--- src/rtl/gcd_pkg.sv ---
// Shared types and field layout for the GCD request master and its vector memory.
package gcd_pkg;

  typedef enum logic [1:0] {IDLE, RUN, DRAIN, DONE} gcd_state_e;

  localparam int unsigned GCD_W   = 16;
  localparam int unsigned VEC_W   = 48;
  localparam int unsigned REQ_W   = 2 * GCD_W;
  localparam int unsigned A_LSB   = 0;
  localparam int unsigned B_LSB   = GCD_W;
  localparam int unsigned EXP_LSB = 2 * GCD_W;

  // Builds a vector word {expected, b, a}.
  function automatic logic [VEC_W-1:0] pack_vec(input logic [GCD_W-1:0] a,
                                                input logic [GCD_W-1:0] b,
                                                input logic [GCD_W-1:0] expv);
    logic [VEC_W-1:0] v;
    v = '0;
    v[A_LSB +: GCD_W]   = a;
    v[B_LSB +: GCD_W]   = b;
    v[EXP_LSB +: GCD_W] = expv;
    return v;
  endfunction

endpackage

--- src/rtl/gcd_vec_mem.sv ---
// Test-vector store: one write port, async read of operands and of expected result.
module gcd_vec_mem
  import gcd_pkg::*;
#(
  parameter int unsigned NUM_VECTORS = 100,
  parameter int unsigned ADDR_WIDTH  = $clog2(NUM_VECTORS)
) (
  input  logic                  clk,
  input  logic                  wr_en,
  input  logic [ADDR_WIDTH-1:0] wr_addr,
  input  logic [VEC_W-1:0]      wr_data,
  input  logic [ADDR_WIDTH-1:0] req_addr,
  output logic [REQ_W-1:0]      req_data,
  input  logic [ADDR_WIDTH-1:0] rsp_addr,
  output logic [GCD_W-1:0]      rsp_exp
);

  logic [VEC_W-1:0] mem_q [NUM_VECTORS];

  // Contents are deliberately not reset; out-of-range writes are dropped.
  always_ff @(posedge clk) begin
    if (wr_en && (32'(wr_addr) < NUM_VECTORS)) begin
      mem_q[wr_addr] <= wr_data;
    end
  end

  assign req_data = mem_q[req_addr][REQ_W-1:0];
  assign rsp_exp  = mem_q[rsp_addr][EXP_LSB +: GCD_W];

endmodule

--- src/rtl/gcd_req_master.sv ---
// Streams stored operand pairs to a GCD unit and scores its in-order results.
module gcd_req_master
  import gcd_pkg::*;
#(
  parameter int unsigned NUM_VECTORS     = 100,
  parameter int unsigned ADDR_WIDTH      = $clog2(NUM_VECTORS),
  parameter int unsigned MAX_OUTSTANDING = 2,
  parameter int unsigned TIMEOUT_CYCLES  = 4096
) (
  input  logic                  clk,
  input  logic                  reset_n,
  input  logic                  load_en,
  input  logic [ADDR_WIDTH-1:0] load_addr,
  input  logic [VEC_W-1:0]      load_data,
  input  logic                  start,
  output logic [REQ_W-1:0]      req_msg,
  output logic                  req_val,
  input  logic                  req_rdy,
  input  logic [GCD_W-1:0]      resp_msg,
  input  logic                  resp_val,
  output logic                  resp_rdy,
  output logic                  busy,
  output logic                  done,
  output logic                  pass,
  output logic [GCD_W-1:0]      err_count,
  output logic [ADDR_WIDTH-1:0] first_err_idx,
  output logic                  timeout
);

  localparam int unsigned OUT_W = $clog2(MAX_OUTSTANDING + 1);
  localparam int unsigned WD_W  = $clog2(TIMEOUT_CYCLES + 1);
  localparam logic [ADDR_WIDTH-1:0] LAST_IDX = ADDR_WIDTH'(NUM_VECTORS - 1);
  localparam logic [GCD_W-1:0]      ERR_MAX  = '1;

  gcd_state_e            state_q, state_d;
  logic [ADDR_WIDTH-1:0] req_idx_q, req_idx_d;
  logic [ADDR_WIDTH-1:0] rsp_idx_q, rsp_idx_d;
  logic [ADDR_WIDTH-1:0] first_err_idx_q, first_err_idx_d;
  logic [OUT_W-1:0]      outstanding_q, outstanding_d;
  logic [GCD_W-1:0]      err_count_q, err_count_d;
  logic                  timeout_q, timeout_d;
  logic [WD_W-1:0]       wdog_q, wdog_d;
  logic [GCD_W-1:0]      exp_msg;
  logic                  req_fire, resp_fire, rsp_ok;

  gcd_vec_mem #(
    .NUM_VECTORS (NUM_VECTORS),
    .ADDR_WIDTH  (ADDR_WIDTH)
  ) u_mem (
    .clk      (clk),
    .wr_en    (load_en),
    .wr_addr  (load_addr),
    .wr_data  (load_data),
    .req_addr (req_idx_q),
    .req_data (req_msg),
    .rsp_addr (rsp_idx_q),
    .rsp_exp  (exp_msg)
  );

  assign busy          = (state_q == RUN) || (state_q == DRAIN);
  assign done          = (state_q == DONE);
  assign pass          = done && (err_count_q == '0) && !timeout_q;
  assign req_val       = (state_q == RUN) && (outstanding_q < OUT_W'(MAX_OUTSTANDING));
  assign resp_rdy      = busy;
  assign err_count     = err_count_q;
  assign first_err_idx = first_err_idx_q;
  assign timeout       = timeout_q;

  assign req_fire  = req_val && req_rdy;
  assign resp_fire = resp_val && resp_rdy;
  // A response with nothing in flight is scored as an error but consumes no vector.
  assign rsp_ok    = resp_fire && (outstanding_q != '0);

  always_comb begin
    state_d         = state_q;
    req_idx_d       = req_idx_q;
    rsp_idx_d       = rsp_idx_q;
    first_err_idx_d = first_err_idx_q;
    outstanding_d   = outstanding_q;
    err_count_d     = err_count_q;
    timeout_d       = timeout_q;
    wdog_d          = wdog_q;

    case (state_q)
      IDLE, DONE: begin
        if (start) begin
          state_d         = RUN;
          req_idx_d       = '0;
          rsp_idx_d       = '0;
          first_err_idx_d = '0;
          outstanding_d   = '0;
          err_count_d     = '0;
          timeout_d       = 1'b0;
          wdog_d          = '0;
        end
      end
      RUN, DRAIN: begin
        if (req_fire) begin
          if (req_idx_q == LAST_IDX) state_d = DRAIN;
          else                       req_idx_d = req_idx_q + ADDR_WIDTH'(1);
        end

        if (resp_fire && (!rsp_ok || (resp_msg != exp_msg))) begin
          if (err_count_q != ERR_MAX) err_count_d = err_count_q + GCD_W'(1);
          if (err_count_q == '0)      first_err_idx_d = rsp_idx_q;
        end

        if (rsp_ok) begin
          if (rsp_idx_q == LAST_IDX) state_d = DONE;
          else                       rsp_idx_d = rsp_idx_q + ADDR_WIDTH'(1);
        end

        if (req_fire && !rsp_ok)      outstanding_d = outstanding_q + OUT_W'(1);
        else if (!req_fire && rsp_ok) outstanding_d = outstanding_q - OUT_W'(1);

        // Watchdog counts only cycles where neither channel moves.
        if (req_fire || resp_fire) begin
          wdog_d = '0;
        end else if (wdog_q == WD_W'(TIMEOUT_CYCLES - 1)) begin
          timeout_d = 1'b1;
          state_d   = DONE;
        end else begin
          wdog_d = wdog_q + WD_W'(1);
        end
      end
      default: state_d = IDLE;
    endcase
  end

  always_ff @(posedge clk or negedge reset_n) begin
    if (!reset_n) begin
      state_q         <= IDLE;
      req_idx_q       <= '0;
      rsp_idx_q       <= '0;
      first_err_idx_q <= '0;
      outstanding_q   <= '0;
      err_count_q     <= '0;
      timeout_q       <= 1'b0;
      wdog_q          <= '0;
    end else begin
      state_q         <= state_d;
      req_idx_q       <= req_idx_d;
      rsp_idx_q       <= rsp_idx_d;
      first_err_idx_q <= first_err_idx_d;
      outstanding_q   <= outstanding_d;
      err_count_q     <= err_count_d;
      timeout_q       <= timeout_d;
      wdog_q          <= wdog_d;
    end
  end

endmodule
--- config.mk ---
export PLATFORM = sky130hd
export DESIGN_NAME = gcd_req_master
export DESIGN_NICKNAME = d
export VERILOG_FILES = /design/src/rtl/gcd_pkg.sv /design/src/rtl/gcd_vec_mem.sv /design/src/rtl/gcd_req_master.sv
export SDC_FILE = /design/constraint.sdc
export NUM_CORES = 2
export LEC_CHECK = 0
export CORE_MARGIN = 8
export CORE_UTILIZATION = 67
export CTS_CLUSTER_DIAMETER = 100
export CTS_CLUSTER_SIZE = 30
export DETAILED_ROUTE_END_ITERATION = 6
export HOLD_SLACK_MARGIN = 0.1
export PLACE_DENSITY = 0.85
export RECOVER_POWER = 50
export SYNTH_ARGS = -nofsm -noshare
export SYNTH_HDL_FRONTEND = slang
export SYNTH_HIERARCHICAL = 1
export SYNTH_MEMORY_MAX_BITS = 65536
export SYNTH_SLANG_ARGS = --single-unit
--- constraint.sdc ---
create_clock -name clk -period 9.5 [get_ports clk]
set_clock_uncertainty 0.15 [all_clocks]
set_input_delay 1.9 -clock clk [delete_from_list [all_inputs] [get_ports clk]]
set_output_delay 1.9 -clock clk [all_outputs]
set_load 0.005 [all_outputs]
==> run_results.csv <==
group,metric,value,unit
logic_synthesis,synth_nets,8127,
clock_network,clk_path_buf_depth,4,
floorplan,core_area,276000,µm²
floorplan,ioPinCount,138,
routing,antenna_left,0,
clock_network,cts_tree,"built",
placement,place.gp.congestion,0.820,
worst_setup_path,worst-setup-path-type,"reg2out",
worst_setup_path,path_depth,11,
worst_setup_path,endpoint_kind,"output port",
logic_synthesis,synthDistinctLibCells,71,
clock_network,cts_max_level,4,
placement,hpwl,297,mm
worst_setup_path,cp_top_family,"buffers and inverters",
logic_synthesis,syn_avg_cell_area,23.2,µm²
timing,period_share,85.1,%
clock_network,ctsHoldBuffers,0,
worst_setup_path,critPathBufInv,5,
placement,port_buffers,137,
floorplan,die-height,543,µm
worst_setup_path,r2r_cells,13,
worst_setup_path,crit_required,7.45,ns
worst_setup_path,cp-startpoint,"req_idx_q[0]$_DFFE_PN0P_",
logic_synthesis,ys_warn_count,6,
finish,mostFrequentLayoutCell,"edfxtp_1",
hold_path,hold_path.class,"reg2reg",
clock_network,post_cts_resized,0,
logic_synthesis,synth_edf_count,4800,
finish,nets,8292,
worst_setup_path,slowest_stage,"dfrtp_4",
global_routing,grt_pass1_wl,801,mm
hold_path,hold_depth,1,
global_routing,antenna_found_initial,35,
timing,setup_viol,0,
finish,post-route-util,71.5,%
logic_synthesis,synth_ff_type,"edfxtp_1",
logic_synthesis,syn_area,186000,µm²
worst_setup_path,r2r-start,"rsp_idx_q[1]$_DFFE_PN0P_",
routing,drt_pass1_iterations,7,
timing,fmax,0.124,GHz
worst_setup_path,cp_cell_sequence,"buf_12, buf_4, mux4_2, nor2b_1, a211oi_1, a211oi_1, a21oi_1, a311oi_2, buf_6, buf_4, clkdlybuf4s50_1",
power_and_ir_drop,irDropWorstVdd,0.252,mV
worst_setup_path,critPathMaxFanout,56,
worst_setup_path,cpPeakStageDelay,1.09,ns
routing,wirelength,589,mm
clock_network,clk_latency,0.94,ns
global_routing,grt_usage,39.6,%
worst_setup_path,crit-reg2reg-capture,"err_count[15]$_DFFE_PN0P_",
routing,route.detailed.wl_per_inst,49.3,µm
job,maxCapViolations,54,
clock_network,clock-sinks,4855,
logic_synthesis,synthArstFlopShare,1.13,%
global_routing,grt_overflow,0,
timing,maxSlewViolCount,4940,
clock_network,clkTransAtPathRegs,0.11,ns
power_and_ir_drop,p_leak,59.1,nW
run_status,status,"finished with violations",
timing,hold_viol_final,0,
timing,grt_setup_unrepaired,"no",
clock_network,clock-root-buffer,"clkbuf_16",
timing,fin_hold_ws,0.383,ns
routing,drtIter0Drc,22295,
logic_synthesis,yosys_register_bits,4855,
worst_setup_path,endpoint,"req_msg[6]",
timing,relSlewSlack,-256,%
clock_network,postCtsSetupRepairBufs,0,
floorplan,start_util,67.4,%
timing,finalSetupTns,0,ns
floorplan,die_w,543,µm
routing,post-route-drc-count,0,
floorplan,rows,193,
global_routing,grt_max_degree,140,
timing,min_period,8.08,ns
timing,worstMarginPinSlew,5.34,ns
finish,mostFrequentLayoutCells,"4800 x edfxtp_1, 1268 x mux4_2, 290 x mux2i_1",
finish,final_layout_size_suffix_gt1_share,22.9,%
worst_setup_path,worstPathArrival,6.03,ns
finish,areaGrowthSynthToFinish,6.11,%
floorplan,die_area,295000,µm²
logic_synthesis,synthCells,8042,
routing,vias,99969,
run_status,violations,"capacitance limit, slew limit",
power_and_ir_drop,p_per_area,239,nW/µm²
logic_synthesis,ys_seq_area_share,78.1,%
global_routing,grt_pass1_vias,99121,
worst_setup_path,reg2reg_slack,1.47,ns
worst_setup_path,start_kind,"flip-flop",
power_and_ir_drop,finalPower,47.2,mW
routing,routed_via_density,8.35,
clock_network,cts_buffers,188,
==> state kept, by name (all words and copies together) (netlist names) <==
signal         count
wdog_q            13
outstanding_q      2
u_mem/mem_q     4800
timeout            1
first_err_idx      7
rsp_idx_q          7
state_q            2
err_count         16
req_idx_q          7
==> per-stage QoR <==
stage | cell area, µm² | std cells | worst slack (ns)
finish | 198000 | 11966 | 1.42
global route | 198000 | 11946 | 1.17
CTS | 198000 | 11945 | 1.57
detailed placement | 193000 | 11722 | 2.61
global placement | 193000 | 11721 | 1.83
floorplan | 186000 | 8042 | 4.11
==> how the worst min path moves through the flow <==
stage                                   endpoint                   start  slack (ns)
after global routing       wdog_q[8]$_DFFE_PN0P_   wdog_q[8]$_DFFE_PN0P_        0.40
final                      wdog_q[8]$_DFFE_PN0P_   wdog_q[8]$_DFFE_PN0P_        0.38
after detailed placement  wdog_q[12]$_DFFE_PN0P_  wdog_q[12]$_DFFE_PN0P_        0.36
after floorplan            wdog_q[8]$_DFFE_PN0P_   wdog_q[8]$_DFFE_PN0P_        0.31
after global placement     wdog_q[8]$_DFFE_PN0P_   wdog_q[8]$_DFFE_PN0P_        0.32
after CTS                  wdog_q[8]$_DFFE_PN0P_   wdog_q[8]$_DFFE_PN0P_        0.38
==> power breakdown <==
part	internal (mW)	total (mW)	switching, mW
logic	5.71	13.0	7.28
registers	23.7	24.1	0.432
clock network	3.73	10.0	6.31
==> final cells by class <==
type                            count  area [µm²]
Clock buffer                      220        4930
Clock inverter                      3        40.0
Timing Repair Buffer              409        3200
Tap cell                         3705        4640
Multi-Input combinational cell   2731       39300
Fill cell                       13709       78700
Sequential cell                  4855      146000
Inverter                           22        85.1
Antenna cell                       21        52.6
==> Yosys cell counts (all sizes together) (32+ instances only) <==
cell type,number,area share (%)
a21oi,88,0.24
a221oi,49,0.23
a22o,32,0.15
a22oi,100,0.40
buf,274,0.92
clkbuf,160,0.33
dfrtp,55,0.74
edfxtp,4800,77
mux2i,290,1.6
mux4,1268,15
nand2,184,0.37
nand3,122,0.33
nor2,162,0.33
nor2b,35,0.12
o21ai,80,0.22
==> cell families after synthesis <==
family | Yosys count | share of synthesized area, %
compound gates | 507 | 1.91
xor+xnor | 28 | 0.132
fa+ha+maj | 8 | 0.0537
buf+inv | 456 | 1.30
flops | 4855 | 78.1
mux | 1573 | 17.0
simple gates | 615 | 1.55
==> layer usage <==
metal  up-vias  part of all wire [%]  track usage [%]
met4        30                    10             29.3
li1      34304                     -                -
met3      3435                    17             12.9
met5         -                 0.072            0.577
met2     12470                    46             60.8
met1     49730                    27             47.4
Note: power is estimated with default switching activity, not from simulation.
